### src/rtl/tile_pwr_seq.sv
// Per-tile clock-enable / reset sequencer. Each tile runs its own small FSM so
// tiles power up and down independently while sharing one command port.
module tile_pwr_seq #(
  parameter int NumTiles      = 16,
  parameter int RstHoldCycles = 8,
  parameter int ClkHoldCycles = 4,
  localparam int MaxHold = (RstHoldCycles > ClkHoldCycles) ? RstHoldCycles : ClkHoldCycles,
  localparam int CntW    = $clog2(MaxHold + 1),
  localparam int IdxW    = (NumTiles > 1) ? $clog2(NumTiles) : 1
) (
  input  logic                clk_i,
  input  logic                rst_i,
  input  logic                cmd_valid_i,
  output logic                cmd_ready_o,
  input  logic [IdxW-1:0]     cmd_tile_i,
  input  logic                cmd_on_i,
  output logic [NumTiles-1:0] tile_clk_en_o,
  output logic [NumTiles-1:0] tile_rst_no,
  output logic [NumTiles-1:0] tile_on_o,
  output logic [NumTiles-1:0] busy_o,
  output logic [NumTiles-1:0] done_o,
  output logic                err_o
);

  typedef enum logic [1:0] {
    S_OFF   = 2'd0,
    S_PWRUP = 2'd1,
    S_ON    = 2'd2,
    S_PWRDN = 2'd3
  } state_t;

  localparam logic [IdxW:0]   NumTilesW = (IdxW + 1)'(NumTiles);
  localparam logic [CntW-1:0] RstLoad   = CntW'(RstHoldCycles - 1);
  localparam logic [CntW-1:0] ClkLoad   = CntW'(ClkHoldCycles - 1);
  localparam logic [CntW-1:0] CntOne    = CntW'(1);

  logic [NumTiles-1:0] w_idle;
  logic                w_in_range;
  logic                w_tgt_idle;
  logic                w_accept;
  logic                r_err;

  assign w_in_range = ({1'b0, cmd_tile_i} < NumTilesW);

  // Explicit compare loop keeps out-of-range indices from selecting past the vector.
  always_comb begin
    w_tgt_idle = 1'b0;
    for (int i = 0; i < NumTiles; i++) begin
      if (cmd_tile_i == IdxW'(i)) begin
        w_tgt_idle = w_idle[i];
      end
    end
  end

  assign cmd_ready_o = !w_in_range || w_tgt_idle;
  assign w_accept    = cmd_valid_i && cmd_ready_o;

  always_ff @(posedge clk_i) begin
    if (rst_i) begin
      r_err <= 1'b0;
    end else begin
      r_err <= w_accept && !w_in_range;
    end
  end

  assign err_o = r_err;

  for (genvar gi = 0; gi < NumTiles; gi++) begin : g_tile
    state_t          r_state;
    logic [CntW-1:0] r_cnt;
    logic            r_clk_en;
    logic            r_rst_n;
    logic            r_on;
    logic            r_busy;
    logic            r_done;
    logic            w_hit;

    assign w_hit = w_accept && w_in_range && (cmd_tile_i == IdxW'(gi));

    always_ff @(posedge clk_i) begin
      if (rst_i) begin
        r_state  <= S_OFF;
        r_cnt    <= '0;
        r_clk_en <= 1'b0;
        r_rst_n  <= 1'b0;
        r_on     <= 1'b0;
        r_busy   <= 1'b0;
        r_done   <= 1'b0;
      end else begin
        r_done <= 1'b0;
        case (r_state)
          S_OFF: begin
            if (w_hit && cmd_on_i) begin
              r_state  <= S_PWRUP;
              r_cnt    <= RstLoad;
              r_clk_en <= 1'b1;
              r_busy   <= 1'b1;
            end else if (w_hit) begin
              r_done <= 1'b1;
            end
          end
          S_PWRUP: begin
            if (r_cnt == '0) begin
              r_state <= S_ON;
              r_rst_n <= 1'b1;
              r_on    <= 1'b1;
              r_busy  <= 1'b0;
              r_done  <= 1'b1;
            end else begin
              r_cnt <= r_cnt - CntOne;
            end
          end
          S_ON: begin
            // Reset goes low first; the clock keeps running through the hold.
            if (w_hit && !cmd_on_i) begin
              r_state <= S_PWRDN;
              r_cnt   <= ClkLoad;
              r_rst_n <= 1'b0;
              r_on    <= 1'b0;
              r_busy  <= 1'b1;
            end else if (w_hit) begin
              r_done <= 1'b1;
            end
          end
          S_PWRDN: begin
            if (r_cnt == '0) begin
              r_state  <= S_OFF;
              r_clk_en <= 1'b0;
              r_busy   <= 1'b0;
              r_done   <= 1'b1;
            end else begin
              r_cnt <= r_cnt - CntOne;
            end
          end
          default: begin
            r_state  <= S_OFF;
            r_cnt    <= '0;
            r_clk_en <= 1'b0;
            r_rst_n  <= 1'b0;
            r_on     <= 1'b0;
            r_busy   <= 1'b0;
          end
        endcase
      end
    end

    assign tile_clk_en_o[gi] = r_clk_en;
    assign tile_rst_no[gi]   = r_rst_n;
    assign tile_on_o[gi]     = r_on;
    assign busy_o[gi]        = r_busy;
    assign done_o[gi]        = r_done;
    assign w_idle[gi]        = ~r_busy;
  end

endmodule

### config.mk
export PLATFORM = sky130hd
export DESIGN_NAME = tile_pwr_seq
export DESIGN_NICKNAME = d
export VERILOG_FILES = /design/src/rtl/tile_pwr_seq.sv
export SDC_FILE = /design/constraint.sdc
export NUM_CORES = 1
export LEC_CHECK = 0
export ABC_AREA = 1
export CORE_UTILIZATION = 51
export DETAILED_ROUTE_END_ITERATION = 7
export GPL_TIMING_DRIVEN = 0
export PLACE_DENSITY = 0.78
export SETUP_SLACK_MARGIN = 0.4
export SYNTH_ARGS = -nofsm -noshare
export SYNTH_HDL_FRONTEND = slang
export SYNTH_SLANG_ARGS = --single-unit
### constraint.sdc
create_clock -name clk_i -period 4.3 [get_ports clk_i]
set_input_delay 0.86 -clock clk_i [delete_from_list [all_inputs] [get_ports clk_i]]
set_output_delay 0.86 -clock clk_i [all_outputs]
set_load 0.01 [all_outputs]
==> results of run 1 <==
## per-layer routing
layer,routed length (um),vias to the layer above
li1,-,5371
met1,11300,4624
met2,12400,315
met3,1530,54
met4,722,0
met5,0,-
## cell families (layout without fill, tap and decap cells)
| family | Yosys count | after routing | share of synthesized area, % |
|---|---|---|---|
| AND/OR/NAND/NOR | 864 | 864 | 33.8 |
| buffers and inverters | 362 | 481 | 15.8 |
| flip-flops | 160 | 160 | 29.8 |
| AO/OA/AOI/OAI | 156 | 156 | 8.12 |
| adder cells (fa/ha/maj) | 96 | 96 | 11.2 |
| XOR/XNOR | 16 | 16 | 1.30 |
| other | 1 | 1 | 0.0349 |
## sequential cells by signal, indices dropped and copies added (netlist names)
register         count
g_tile.r_on         16
g_tile.r_busy       16
g_tile.r_cnt        64
g_tile.r_clk_en     16
g_tile.r_state      32
g_tile.r_done       16
## Yosys cell counts, types with 5 or more instances
cell type	count
nand2_1	394
nor2_1	265
inv_1	249
dfxtp_1	160
nand3_1	97
ha_1	96
buf_4	82
a21oi_1	76
nand4_1	72
o21ai_0	38
nor3_1	21
o211ai_1	18
buf_2	15
a31oi_1	13
xor2_1	13
clkbuf_1	9
a211oi_1	7
nand2_2	5
## repair_timing
action                                  in CTS  in global routing
endpoints found under the setup margin       1                  1
buffers inserted                             0                  0
cloned                                       0                  0
pin swaps                                    0                  0
gates resized for setup                      7                  5
## path summary, 6_finish.rpt
| kind | slack [ps] | from | to |
|---|---|---|---|
| hold / removal | 460 | g_tile[14].r_on$_SDFFE_PP0P_ | g_tile[14].r_on$_SDFFE_PP0P_ |
| setup / recovery | 770 | cmd_tile_i[2] | cmd_ready_o |
| setup reg to reg | 1870 | g_tile[0].r_busy$_SDFFE_PP0P_ | g_tile[14].r_busy$_SDFFE_PP0P_ |
| hold reg to reg | 460 | g_tile[14].r_on$_SDFFE_PP0P_ | g_tile[14].r_on$_SDFFE_PP0P_ |
## worst reg2reg max path: cells and delay by family, from the launching register on
kind          cells  cell delay [ps]
flops             1              380
buf+inv           3              350
simple gates     16             1590
## report_power, final
group	internal [mW]	switching [mW]
sequential	1.96	0.324
clock	0.885	0.641
combinational	1.86	2.55
total	4.71	3.52
## cell type report
| type | instances | area [um^2] | area share, % |
|---|---|---|---|
| clock inverters | 13 | 138 | 1.10 |
| inverters | 251 | 942 | 7.50 |
| repair buffers | 87 | 868 | 6.91 |
| multi-input cells | 1133 | 5860 | 46.7 |
| clock buffers | 19 | 453 | 3.60 |
| plain buffers | 111 | 758 | 6.03 |
| flip-flops and latches | 160 | 3200 | 25.5 |
| well taps | 270 | 338 | 2.69 |
## stage by stage
step / area (um^2) / setup WS, ps
finish: 12600 / 772
global route: 12600 / 620
CTS: 12600 / 452
detailed placement: 12000 / 185
global placement: 12000 / 183
floorplan: 10800 / 1500
==> flow_summary.yaml, run 1 <==
outcome:
  outcome: "completed"
sta:
  final_max_slew_viol_count: 0
  finalHoldWorstSlack_ps: 462
  maxSlewHeadroom_pct: 37.4
  skew_ps: 9.45
  unrepaired_setup_endpoints_after_global_routing: "no"
  hold_viol: 0
  fin_crit_sh_pct: 82.0
  finalSetupViolations: 0
  tightestPinTransition_ps: 939
  setup-tns-final_ps: 0
  fin_crit_ps: 3530
  max_freq_mhz: 283
power_and_ir_drop:
  total_power_mw: 8.22
  power_per_cell_area_nw_per_um2: 655
  p_leak_nw: 6.18
  vdd_drop_max_uv: 296
placement:
  dp_hpwl_um: 19300
  dp_cells: 2012
  finalWeightedCongestion: 0.935
  numPortBuffers: 87
clocking:
  cts_inserted_buffers: 17
  clock_insertion_delay_worst_skew_ps: 440
  ctsHtreeMaxLevel: 4
  clockBufferDepth: 2
  clk_transition_reported_paths_ps: 60
  cts_tree: "yes"
  cts-root-buf: "clkbuf_16"
  post_cts_hold_buffer_count: 0
  clock_sinks: 160
logic_synthesis:
  syn-mean-instance-area_um2: 6.50
  mappedNetlistArea_um2: 10800
  synth_largest_type_area_fraction_pct: 29.8
  synth_top_cells_by_area: "dfxtp_1, nand2_1, ha_1"
  synth_flop_cell: "dfxtp_1"
  syn-num-nets: 1759
  post_synthesis_instance_total: 1655
  synth.lib_cells_used.distinct: 32
  yosys_warnings: 0
  ys_ff_latch: 160
  synth-seq-area-share_pct: 29.8
  synth_edf_count: 0
  synth_largest_area_cell: "dfxtp_1"
  async_flop_share_pct: 0
global_routing:
  use_met3_pct: 4.29
  globalRouteMet1Util_pct: 29.2
  gr-max-usage-layer: "met2"
  grt_antenna_before_repair: 0
  globalRoute.totalOverflow: 0
  globalRouteMet2Util_pct: 41.9
  vias_in_the_first_global_route: 9335
  grt_pass1_wl_um: 42500
  grtUsageTotal_pct: 24.2
  pin_count_of_the_biggest_net_entering_global_routing: 17
routing:
  drt_wl_total_um: 26000
  drt_drc_violations_left: 0
  routed-via-count: 10400
  post_drt_wl_per_cell_um: 12.7
  drt.antenna.violating_nets: 0
  initial_drt_pass_iterations: 6
  drt_first_iter_violations: 691
  routed_via_density: 5.07
setup_path:
  worst_path_most_repeated_cell: "nand2_1"
  timing.critical_path.slowest_stage_cell: "dlygate4sd2_1"
  cp_top_family: "buffers and inverters"
  worstPathBufferInverterCount: 6
  crit_path_cells: "dlygate4sd2_1 -> inv_1 -> nand2_1 -> nor2_2 -> nand2_1 -> nand2_1 -> inv_1 -> nand2_1 -> nand2_1 -> nand4_1 -> nand2_1 -> nand4_1 -> nand2_1 -> nand4_2 -> buf_6 -> buf_6 -> dlymetal6s2s_1"
  timing.critical_path.slowest_cell_delay_ps: 360
  endpoint_kind: "output port"
  crit_path_max_fanout: 10
  critical_path_depth: 17
  worstSetupPathType: "input port to output port"
  critPathArrivalTime_ps: 2670
  start_kind: "input port"
  worst_ep_required_time_ps: 3440
  r2r.worst_path.cells: 19
final_layout:
  stdcell_count: 2044
  nNetsFinal: 1865
  mostFrequentLayoutCells: "nand2_1, nor2_1, inv_1"
  fill_cells: 1885
  final_common_cell: "nand2_1"
  final_layout_size_suffix_gt1_share_pct: 8.74
  insertedDiodeCount: 0
  flow.area_growth_from_synthesis_pct: 16.8
  finalCoreUtilization_pct: 61.5
floorplanning:
  floorplan.core_area_um2: 20400
  initial_core_util_pct: 52.6
  die_area_um2: 21700
  rows: 52
  die_height_um: 147
  num_io_pins: 90
  die-width_um: 147
run:
  timing.max_cap.violations: 0
min_path:
  hold-path-cell-count: 2
  timing.hold.worst.class: "register to register"
Power figures use the tool's default switching activity.
==> inputs of run 2 (changes only) <==
==> constraint.sdc (replaced) <==
create_clock -name clk_i -period 3.6 [get_ports clk_i]
set_input_delay 0.72 -clock clk_i [delete_from_list [all_inputs] [get_ports clk_i]]
set_output_delay 0.72 -clock clk_i [all_outputs]
set_load 0.01 [all_outputs]
==> run 2 against run 1 <==
Hold slack about the same. Utilization up 0.12 points. Global-route usage unchanged. Final cell count up 0.15%. Register-to-register slack worse by 710 ps. Critical path type unchanged.
==> flow_summary.yaml, run 2 (synthesized netlist as in run 1, its figures left out) <==
clocking:
  clk_transition_reported_paths_ps: 60
  clock_sinks: 160
  clockBufferDepth: 2
  cts_inserted_buffers: 17
  clock_insertion_delay_worst_skew_ps: 440
  cts_tree: "yes"
  ctsHtreeMaxLevel: 4
  cts-root-buf: "clkbuf_16"
sta:
  max_freq_mhz: 328
  tightestPinTransition_ps: 937
  skew_ps: 8.08
  final_max_slew_viol_count: 0
  finalSetupViolations: 0
  maxSlewHeadroom_pct: 37.5
  finalHoldWorstSlack_ps: 462
  fin_crit_ps: 3050
  setup-tns-final_ps: 0
  unrepaired_setup_endpoints_after_global_routing: "no"
  fin_crit_sh_pct: 84.7
  hold_viol: 0
min_path:
  timing.hold.worst.class: "register to register"
routing:
  drt_first_iter_violations: 687
  wl_met1_um: 11500
  routed_via_density: 5.06
  drt_drc_violations_left: 0
  met2RoutedLength_um: 12300
  post_drt_wl_per_cell_um: 12.7
  highest-signal-layer: "met4"
  routed-via-count: 10400
  wl_met3_um: 1440
  drt_wl_total_um: 26000
  initial_drt_pass_iterations: 6
  drt.antenna.violating_nets: 0
power_and_ir_drop:
  vdd_drop_max_uv: 354
  p_sw_mw: 4.20
  p_comb_share_pct: 53.7
  power_per_cell_area_nw_per_um2: 781
  internal-power_mw: 5.62
  p_leak_nw: 6.18
  seq_power_share_pct: 27.8
  sw_frac_of_total_pct: 42.8
  share_clk_of_total_power_pct: 18.5
floorplanning:
  initial_core_util_pct: 52.6
  floorplan.core_area_um2: 20400
  num_io_pins: 90
  die_area_um2: 21700
  die-width_um: 147
  die_height_um: 147
  rows: 52
placement:
  numPortBuffers: 87
  dp_hpwl_um: 19300
  finalWeightedCongestion: 0.935
setup_path:
  start_kind: "input port"
  crit_path_cells: "clkdlybuf4s15_2 -> nor2_4 -> nand3_1 -> inv_1 -> nand2_1 -> nand2_1 -> nand4_1 -> nand2_1 -> nand4_1 -> nand2_1 -> nand4_2 -> buf_6 -> buf_6 -> clkbuf_2"
  worst_path_most_repeated_cell: "nand2_1"
  worst_ep_required_time_ps: 2880
  timing.critical_path.slowest_stage_cell: "clkdlybuf4s15_2"
  timing.critical_path.slowest_cell_delay_ps: 250
  endpoint_kind: "output port"
  crit_path_max_fanout: 10
  critPathArrivalTime_ps: 2330
  worstSetupPathType: "input port to output port"
final_layout:
  nNetsFinal: 1868
  top_flop_regs: "g_tile.r_cnt x64, g_tile.r_state x32"
  insertedDiodeCount: 0
  final_common_cell: "nand2_1"
  flow.area_growth_from_synthesis_pct: 17.1
  fill_cells: 1885
  final_layout_size_suffix_gt1_share_pct: 9.34
  largest-register: "g_tile.r_cnt"
  mostFrequentLayoutCells: "nand2_1, nor2_1, inv_1"
  seq_area_um2: 3200
  flip_flop_count_of_the_largest_register_all_copies_and_words_added: 64
  multi_input_area_um2: 5880
run:
  timing.max_cap.violations: 0
outcome:
  outcome: "completed"
global_routing:
  grt_antenna_before_repair: 0
  grtUsageTotal_pct: 24.2
  pin_count_of_the_biggest_net_entering_global_routing: 17
  globalRoute.totalOverflow: 0
  vias_in_the_first_global_route: 9339
  grt_pass1_wl_um: 42500
==> run 2: changes by cell type in the layout (fill, tap and decap cells not counted), sizes merged <==
cell | before | now
clkbuf | 28 | 29
buf | 102 | 107
dlymetal6s2s | 1 | 0
dlygate4sd2 | 4 | 0
clkdlybuf4s15 | 0 | 2
==> run 2: power by group through the flow <==
stage / clock (mW) / sequential (mW) / combinational [mW]
final: 1.82 / 2.73 / 5.27
after detailed placement: 0 / 2.77 / 5.19
after global placement: 0 / 2.75 / 5.06
after CTS: 1.85 / 2.73 / 5.24
after floorplan: 0 / 2.65 / 3.86
after global routing: 1.93 / 2.80 / 5.94
==> run 2: cell type report <==
cell class | count | area share [%]
clock buffers | 19 | 3.60
clock inverters | 13 | 1.09
well taps | 270 | 2.68
flip-flops and latches | 160 | 25.4
inverters | 251 | 7.48
plain buffers | 111 | 6.02
repair buffers | 90 | 7.00
multi-input cells | 1133 | 46.7
==> run 2: what timing repair did <==
item / in CTS / in global routing
hold buffers: 0 / 0
pin swaps: 1 / 3
gates resized for setup: 20 / 8
setup endpoints to repair: 1 / 1
setup buffers: 1 / 2
==> run 2: final timing paths <==
| check | from | to | slack [ps] | cells after the start |
|---|---|---|---|---|
| worst min-delay path | g_tile[14].r_on$_SDFFE_PP0P_ | g_tile[14].r_on$_SDFFE_PP0P_ | 460 | 2 |
| worst max register to register | g_tile[0].r_busy$_SDFFE_PP0P_ | g_tile[11].r_state[1]$_SDFFE_PP0P_ | 1160 | 21 |
| worst min register to register | g_tile[14].r_on$_SDFFE_PP0P_ | g_tile[14].r_on$_SDFFE_PP0P_ | 460 | 2 |
| worst max-delay path | cmd_tile_i[0] | cmd_ready_o | 550 | 14 |
==> run 2: metrics by stage <==
stage                     setup WS (ps)  cells  total power [mW]  cell area (um^2)  util [%]
final                               551   2047              9.83             12600      61.6
after global routing                437   2047              10.7             12600      61.6
after CTS                           410   2045              9.83             12600      61.5
after detailed placement           -235   2012              7.95             12000      58.5
after global placement             -237   2012              7.81             12000      58.5
after floorplan                    1080   1655              6.51             10800         -
==> run 2: metal layers <==
metal	vias up	global-route usage, %
met5	-	0
met4	0	10.3
met3	55	4.29
met2	298	41.9
met1	4627	29.2
li1	5383	-
==> run 2: worst max-delay path, delay by kind of cell <==
kind	cells	cell delay, ps
buffers and inverters	5	750
AND/OR/NAND/NOR	9	850
==> inputs of run 3 (changes only) <==
--- a/config.mk
+++ b/config.mk
@@ -9,7 +9,7 @@
 export CORE_UTILIZATION = 51
 export DETAILED_ROUTE_END_ITERATION = 7
 export GPL_TIMING_DRIVEN = 0
-export PLACE_DENSITY = 0.78
+export PLACE_DENSITY = 0.8
 export SETUP_SLACK_MARGIN = 0.4
 export SYNTH_ARGS = -nofsm -noshare
 export SYNTH_HDL_FRONTEND = slang
==> constraint.sdc (replaced) <==
create_clock -name clk_i -period 2.6 [get_ports clk_i]
set_input_delay 0.52 -clock clk_i [delete_from_list [all_inputs] [get_ports clk_i]]
set_output_delay 0.52 -clock clk_i [all_outputs]
set_load 0.01 [all_outputs]
==> run 3 against run 2 <==
Via count increased by 7.6%. Sequential power increased by 40%. Die area unchanged. Flip-flop and latch count unchanged. Global-route usage increased by 2.1 points. Largest cell class unchanged.
==> flow_summary.yaml, run 3 (synthesized netlist as in run 1, its figures left out) <==
global_routing:
  grt_antenna_before_repair: 0
  globalRoute.totalOverflow: 0
  grt_pass1_wl_um: 46300
  vias_in_the_first_global_route: 9802
  pin_count_of_the_biggest_net_entering_global_routing: 17
  grtUsageTotal_pct: 26.2
power_and_ir_drop:
  vdd_drop_max_uv: 640
  internal-power_mw: 8.75
  p_leak_nw: 6.56
  share_clk_of_total_power_pct: 17.7
  power_per_cell_area_nw_per_um2: 1090
  seq_power_share_pct: 24.5
  sw_frac_of_total_pct: 43.9
  p_sw_mw: 6.86
  p_comb_share_pct: 57.8
sta:
  finalHoldWorstSlack_ps: 463
  skew_ps: 9.44
  fin_crit_ps: 2560
  fin_crit_sh_pct: 98.4
  unrepaired_setup_endpoints_after_global_routing: "yes"
  final_max_slew_viol_count: 0
  tightestPinTransition_ps: 1070
  finalSetupViolations: 0
  max_freq_mhz: 391
  maxSlewHeadroom_pct: 28.7
  hold_viol: 0
final_layout:
  seq_area_um2: 3210
  stdcell_area_um2: 14300
  final_layout_size_suffix_gt1_share_pct: 24.1
  mostFrequentLayoutCells: "nand2_1, nor2_1, inv_1"
  final_common_cell: "nand2_1"
  multi_input_area_um2: 7040
  insertedDiodeCount: 0
  stdcell_count: 2089
  flow.area_growth_from_synthesis_pct: 32.7
  largest-register: "g_tile.r_cnt"
  fill_cells: 1579
  flip_flop_count_of_the_largest_register_all_copies_and_words_added: 64
  top_flop_regs: "g_tile.r_cnt x64, g_tile.r_state x32"
  finalCoreUtilization_pct: 69.9
  nNetsFinal: 1910
routing:
  initial_drt_pass_iterations: 6
  routed-via-count: 11200
  drt.antenna.violating_nets: 0
  routed_via_density: 5.34
  post_drt_wl_per_cell_um: 14.8
  drt_drc_violations_left: 0
  drt_wl_total_um: 31000
  drt_first_iter_violations: 905
clocking:
  ctsHtreeMaxLevel: 4
  clock_insertion_delay_worst_skew_ps: 440
  clk_transition_reported_paths_ps: 70
  cts-root-buf: "clkbuf_16"
  cts_inserted_buffers: 17
  cts_tree: "yes"
  clock_sinks: 160
  clockBufferDepth: 2
setup_path:
  crit_path_max_fanout: 5
  start_kind: "register"
  rr_endpoint: "g_tile[2].r_cnt[2]$_SDFFE_PP0P_"
  worst_ep_required_time_ps: 2930
  critPathArrivalTime_ps: 2890
  worstSetupPathType: "register to register"
  register_to_register_path_setup_slack_ps: 40
  regToRegStartpoint: "g_tile[3].r_busy$_SDFFE_PP0P_"
  cp-startpoint: "g_tile[3].r_busy$_SDFFE_PP0P_"
  r2r.worst_path.cells: 24
  endpoint_kind: "register"
  worst_setup_path_endpoint: "g_tile[2].r_cnt[2]$_SDFFE_PP0P_"
placement:
  finalWeightedCongestion: 0.950
  detailed_place.area_um2: 12000
  numPortBuffers: 87
  dp_hpwl_um: 19300
  dp_cells: 2012
floorplanning:
  num_io_pins: 90
  floorplan.core_area_um2: 20400
  die-width_um: 147
  die_height_um: 147
  rows: 52
  initial_core_util_pct: 52.6
  die_area_um2: 21700
run:
  timing.max_cap.violations: 0
min_path:
  timing.hold.worst.class: "register to register"
outcome:
  outcome: "completed"
## run 3: cell count changes in the layout (fill, tap and decap cells not counted), sizes merged
cell           delta
buf              +41
bufinv            +2
clkbuf            +1
clkdlybuf4s15     -2
clkinv            -4
clkinvlp          +1
nand2             +3
## run 3: worst min-delay path by stage
stage / slack (ps) / from / cells past startpoint / end
5_1_grt: 490 / g_tile[3].r_cnt[3]$_SDFFE_PP0P_ / 2 / g_tile[3].r_cnt[3]$_SDFFE_PP0P_
6_report: 460 / g_tile[5].r_on$_SDFFE_PP0P_ / 2 / g_tile[5].r_on$_SDFFE_PP0P_
3_3_place_gp: 440 / g_tile[14].r_on$_SDFFE_PP0P_ / 2 / g_tile[14].r_on$_SDFFE_PP0P_
4_1_cts: 460 / g_tile[14].r_on$_SDFFE_PP0P_ / 2 / g_tile[14].r_on$_SDFFE_PP0P_
2_1_floorplan: 430 / g_tile[14].r_on$_SDFFE_PP0P_ / 2 / g_tile[14].r_on$_SDFFE_PP0P_
3_5_place_dp: 450 / g_tile[14].r_on$_SDFFE_PP0P_ / 2 / g_tile[14].r_on$_SDFFE_PP0P_
## run 3: final cells by class
| type | count | area share (%) |
|---|---|---|
| buffer | 111 | 5.52 |
| clock buffer | 20 | 3.27 |
| clock inverter | 12 | 1.27 |
| inverter | 251 | 6.76 |
| multi-input combinational | 1136 | 49.4 |
| sequential | 160 | 22.5 |
| tap | 270 | 2.37 |
| timing repair buffer | 129 | 8.98 |
## run 3: critical path, stage by stage (launching register included)
cell     delay (ps)
dfxtp_1         390
inv_1            60
nand2_1          60
nand2_1          40
inv_1            50
nand2_1          50
nand2_1          70
nand4_1          70
nand2_1          60
nand4_1          90
nand2_1         110
nand4_2         110
buf_6           150
buf_4           130
buf_6           120
buf_8           130
nand2_8          70
inv_8            50
buf_12          120
nand3_4         110
nand2_4         110
nand3_4         120
nand2_1          70
inv_1            60
nor2_1           40
## run 3: what timing repair did
item                                    in CTS  in global routing
resized for setup                          141                241
gates cloned                                 4                  3
setup buffers                               21                 17
hold buffers                                 0                  0
endpoints found under the setup margin     154                155
pin swaps                                   35                 90
## run 3: power by group through the flow
| stage | clock network [mW] | registers, mW | logic, mW |
|---|---|---|---|
| 2_1_floorplan | 0 | 3.67 | 5.36 |
| 3_3_place_gp | 0 | 3.81 | 7.02 |
| 3_5_place_dp | 0 | 3.83 | 7.19 |
| 4_1_cts | 2.79 | 3.79 | 7.82 |
| 5_1_grt | 2.89 | 3.91 | 9.95 |
| 6_report | 2.76 | 3.82 | 9.02 |
## run 3: stage by stage
stage | power [mW] | TNS (ps) | worst slack [ps]
after floorplan | 9.03 | 0 | 381
after global placement | 10.8 | -69700 | -779
after detailed placement | 11.0 | -76680 | -814
after CTS | 14.4 | 0 | 79.3
after global routing | 16.7 | -1150 | -110
final | 15.6 | 0 | 40.6
## run 3: routing by layer
metal,GRT usage (%),routed length (um),vias up,part of all wire [%]
met4,11.1,1240,0,4.0
met2,42.6,14500,487,47
met3,4.97,2320,104,7.5
met5,0,0,-,0
met1,33.9,12900,5092,42
li1,-,-,5469,-
==> variant 1 (settings of run 2) <==
`RstHoldCycles`: 8 -> 32.
--- a/src/rtl/tile_pwr_seq.sv
+++ b/src/rtl/tile_pwr_seq.sv
@@ -2,7 +2,7 @@
 // tiles power up and down independently while sharing one command port.
 module tile_pwr_seq #(
   parameter int NumTiles      = 16,
-  parameter int RstHoldCycles = 8,
+  parameter int RstHoldCycles = 32,
   parameter int ClkHoldCycles = 4,
   localparam int MaxHold = (RstHoldCycles > ClkHoldCycles) ? RstHoldCycles : ClkHoldCycles,
   localparam int CntW    = $clog2(MaxHold + 1),
Function: not settled (the Yosys comparison gave no result); the edit may change what the design does.
==> variant 1 against run 2 <==
- wire length rose by 31%
- critical path type unchanged
- worst setup slack improved by 0.061 ns
- sequential power increased by 23%
- highest routed layer is now met5
- register-to-register slack worse by 0.15 ns
- sequential share of layout area decreased by 0.44 points
- non-clock buffer count grew 11
- via count grew 24%
- area after synthesis rose by 25%
- cell area up 22%
- power grew 25%
- sequential cell count is 32 higher
==> variant 1: results (changes against run 2) <==
stage;metric;value;unit;change
grt;grt_pass1_vias;11713;;+25%
drt;wire_per_inst;13.9;um;+9.4%
drt;viasPerCell;5.21;;+3.0%
critical_path;worst_ep_arrival_time;2.27;ns;-0.06 ns
outcome;status;complete, no violations;;
logic_synthesis;ys_seq_area_frac;0.285;;-0.0126
grt;track_usage;0.255;;+0.0129
logic_synthesis;synth_cell_types;39;;+22%
placed_design;place_ws;-0.151;ns;+0.0842 ns
critical_path;startpoint_type;primary input;;
critical_path;slowest_delay;0.28;ns;+0.03 ns
placed_design;io_buffer_count;85;;-2.3%
cells_and_area;multi_input_area;0.00759;sq mm;+29%
cells_and_area;reg.largest.list;g_tile.r_cnt: 96 flops, g_tile.r_state: 32 flops;;
critical_path;slowest_stage;dlygate4sd2_1;;
grt;grt_max_degree;17;;unchanged
logic_synthesis;netlist_top_cells_area;dfxtp_1 29%, nand2_1 12%, ha_1 9.0%, inv_1 8.7%, nor2_1 7.7%;;
grt;grt_first_pass_wirelength;55.3;mm;+30%
pwr;irDropWorstVdd;0.332;mV;-6.1%
cells_and_area;nets;2211;;+18%
logic_synthesis;synth_common_cells;444 x nand2_1, 311 x inv_1, 276 x nor2_1;;
placed_design;dp_hpwl;25.2;mm;+30%
cells_and_area;drive_above_1_share;0.114;;+0.0204
logic_synthesis;synthFlopType;dfxtp_1;;
critical_path;crit_fanout;5;;-5
pwr;cellLeakagePower;0.00768;uW;+24%
grt;antenna_found_initial;2;;+2
logic_synthesis;syn-num-nets;2103;;+20%
timing;skew;0.0114;ns;+0.00328 ns
timing;tightest_slew;0.940;ns;+0.00260 ns
drt;drt_iter0_drc;982;;+43%
[variant 1: changes by cell type in the layout (fill, tap and decap cells not counted), sizes merged, moves of 25 or more]
cell          run 2  this run
inv             252       322
nand4            73       129
a21oi            76       101
xor2             13        57
nand2           399       468
dfxtp           160       192
[variant 1: what timing repair did]
| action | 4_1_cts | 5_1_grt |
|---|---|---|
| pin swaps | 2 | 1 |
| resized for setup | 13 | 7 |
| setup buffers | 2 | 2 |
| endpoints found under the setup margin | 1 | 1 |
[variant 1: through the flow]
step	area, sq um	power (uW)	hold WS, ns	instances	TNS [ns]
CTS	15400	12200	0.457	2451	0
finish	15400	12300	0.454	2455	0
global placement	14700	10000	0.446	2418	-0.0852
global route	15400	13400	0.473	2453	0
floorplan	13500	8480	0.426	1998	0
detailed placement	14700	10200	0.447	2418	-0.151
[variant 1: report_power, final]
| part | switching (uW) | internal [uW] |
|---|---|---|
| combinational | 4150 | 2810 |
| sequential | 546 | 2810 |
| clock | 833 | 1130 |
[variant 1: path summary, 6_finish.rpt]
check | startpoint | end | slack, ns | depth (start not counted)
worst max-delay path | cmd_tile_i[1] | cmd_ready_o | 0.61 | 13
worst min-delay path | g_tile[10].r_on$_SDFFE_PP0P_ | g_tile[10].r_on$_SDFFE_PP0P_ | 0.45 | 2
worst max register to register | g_tile[3].r_busy$_SDFFE_PP0P_ | g_tile[7].r_done$_SDFF_PP0_ | 1.01 | 15
worst min register to register | g_tile[10].r_on$_SDFFE_PP0P_ | g_tile[10].r_on$_SDFFE_PP0P_ | 0.45 | 2
[variant 1: worst max-delay path, delay by kind of cell]
kind,cells,cell delay (ns)
buffers and inverters,4,0.64
and+or+nand+nor,9,0.93
[variant 1: area by class of cell]
class                           count  share of cell area
Buffer                            123              0.0553
Antenna cell                        2            0.000325
Inverter                          323              0.0789
Multi-Input combinational cell   1360               0.494
Sequential cell                   192               0.250
Tap cell                          335              0.0273
Clock inverter                      9             0.00863
Timing Repair Buffer               89              0.0559
Clock buffer                       22              0.0302
[variant 1: logic make-up (layout without fill, tap and decap cells)]
| logic type | after synthesis | after routing | synth area share |
|---|---|---|---|
| flip-flops | 192 | 192 | 0.285 |
| buffers and inverters | 446 | 566 | 0.153 |
| multiplexers | 2 | 2 | 0.00167 |
| adder cells (fa/ha/maj) | 97 | 97 | 0.0901 |
| AO/OA/AOI/OAI | 164 | 164 | 0.0660 |
| AND/OR/NAND/NOR | 1039 | 1039 | 0.367 |
| XOR/XNOR | 57 | 57 | 0.0371 |
| other | 1 | 3 | 0.000278 |
[variant 1: metal layers]
metal	vias to the layer above	global-route usage	share of wire
met5	-	0	0.00038
met4	2	0.111	0.036
met3	86	0.0437	0.057
met2	375	0.431	0.47
met1	5844	0.316	0.43
li1	6492	-	-
==> variant 2 (config.mk and constraints of run 2) <==
Without the edit above. Register the output `err_o` once more, without a reset; this adds one clock of latency there. The other outputs are not delayed to match.
--- a/src/rtl/tile_pwr_seq.sv
+++ b/src/rtl/tile_pwr_seq.sv
@@ -63,7 +63,9 @@
     end
   end
 
-  assign err_o = r_err;
+  always_ff @(posedge clk_i) begin
+    err_o <= r_err;
+  end
 
   for (genvar gi = 0; gi < NumTiles; gi++) begin : g_tile
     state_t          r_state;
Check against the original RTL: not settled (the Yosys comparison gave no result); the edit may change what the design does.
==> variant 2 against run 2 <==
- synthesized cell count rose by 0.97%
- count of clock-buffer cells in the layout stayed put
- cell area grew 2.2%
- hold slack improved by 0.0011 ns
- clock skew is 0.0024 ns lower
- wire length is 4.2% higher
- core utilization decreased by 0.83 points
- largest power group unchanged
- area after synthesis is 2.8% higher
- critical path type unchanged
- maximum frequency grew 0.50%
- worst setup slack better by 0.015 ns
- power up 1.1%
- sequential cell count is the same
==> variant 2: results (changes against run 2) <==
stage;metric;value;unit;change
timing;skew;0.00572;ns;-0.00236 ns
critical_path;reg2reg_depth;20;;-4.8%
grt;grt_pass1_vias;9277;;-0.66%
critical_path;rrSetupSlack;1.18;ns;+0.02 ns
critical_path;crit_start;cmd_tile_i[2];;
timing;relSlewSlack;0.335;;-0.0404
logic_synthesis;ys_seq_area_frac;0.290;;-0.00809
placed_design;place_ws;-0.253;ns;-0.0181 ns
drt;drt_iter0_drc;841;;+22%
placed_design;dp_hpwl;20.0;mm;+3.4%
outcome;status;complete, no violations;;
logic_synthesis;synthFlopType;dfxtp_1;;
logic_synthesis;syn-num-nets;1775;;+0.91%
logic_synthesis;yosysTopAreaCellShare;0.290;;-0.00809
critical_path;reg2reg_from;g_tile[0].r_busy$_SDFFE_PP0P_;;
grt;grt_first_pass_wirelength;43.9;mm;+3.3%
logic_synthesis;synth_common_cells;378 x nand2_1, 272 x nor2_1, 259 x inv_1;;
placed_design;gp_congestion;0.980;;+4.8%
cells_and_area;nets;1882;;+0.75%
drt;routed_wl;27.1;mm;+4.2%
pwr;cellLeakagePower;0.00637;uW;+2.9%
logic_synthesis;netlist_top_cells_area;dfxtp_1 29%, nand2_1 13%, ha_1 11%, nor2_1 9.2%, inv_1 8.8%;;
critical_path;worst_ep_arrival_time;2.31;ns;-0.02 ns
grt;antenna_found_initial;1;;+1
critical_path;slowest_stage;dlygate4sd2_1;;
worst_hold_path;worstHoldStart;g_tile[10].r_on$_SDFFE_PP0P_;;
grt;track_usage;0.248;;+0.00581
cells_and_area;reg.largest.list;g_tile.r_cnt: 64 flops, g_tile.r_state: 32 flops;;
logic_synthesis;synth_cell_types;35;;+9.4%
grt;grt_max_degree;17;;unchanged
cells_and_area;fill_cells;1920;;+1.9%
cells_and_area;drive_above_1_share;0.115;;+0.0216
placed_design;io_buffer_count;86;;-1.1%
worst_hold_path;hold-path-endpoint;g_tile[10].r_on$_SDFFE_PP0P_;;
timing;fin_crit;3.03;ns;-0.0152 ns
drt;vias;10519;;+1.5%
drt;first_pass_iters;7;;+1
placed_design;dpl_cell_area;0.0123;sq mm;+2.5%
pwr;irDropWorstVdd;0.412;mV;+16%
drt;drc_errors;0;;unchanged
critical_path;slowest_delay;0.28;ns;+0.03 ns
## variant 2: timing repair
item | in CTS | in global routing
endpoints found under the setup margin | 1 | 1
gates resized for setup | 19 | 10
setup buffers | 1 | 1
hold buffers | 0 | 0
pin swaps | 0 | 2
## variant 2: cells by family after synthesis
group           Yosys count  share of synthesized area
compound gates          143                     0.0723
fa+ha+maj                96                      0.109
flops                   160                      0.290
xor+xnor                 17                     0.0135
simple gates            883                      0.359
buf+inv                 371                      0.156
other cells               1                   0.000339
## variant 2: per-stage QoR
step / power, uW / util / cells / TNS, ns / hold slack [ns]
global route: 10800 / 0.608 / 2066 / 0 / 0.481
detailed placement: 8060 / 0.579 / 2032 / -0.253 / 0.455
floorplan: 6610 / - / 1671 / 0 / 0.435
finish: 9940 / 0.608 / 2067 / 0 / 0.463
global placement: 7930 / 0.579 / 2032 / -0.202 / 0.452
CTS: 9920 / 0.608 / 2065 / 0 / 0.465
## variant 2: layout make-up
| cell class | instances | area, sq um | area share |
|---|---|---|---|
| Clock buffer | 19 | 443 | 0.0344 |
| Sequential cell | 160 | 3200 | 0.249 |
| Antenna cell | 1 | 2.50 | 0.000195 |
| Buffer | 110 | 748 | 0.0582 |
| Inverter | 261 | 980 | 0.0762 |
| Tap cell | 275 | 344 | 0.0268 |
| Timing Repair Buffer | 88 | 855 | 0.0664 |
| Clock inverter | 13 | 139 | 0.0108 |
| Multi-Input combinational cell | 1140 | 6150 | 0.478 |
## variant 2: where the power goes
group	switching [uW]	internal, uW	total, uW
clock	773	1040	1810
sequential	394	2330	2730
combinational	3120	2270	5400
## variant 2: routing by layer
metal  wire length, um  up-vias  global-route usage
li1                  -     5404                   -
met1             12300     4739               0.317
met2             12300      315               0.405
met3              1530       61              0.0394
met4               976        0               0.117
met5                 0        -                   0
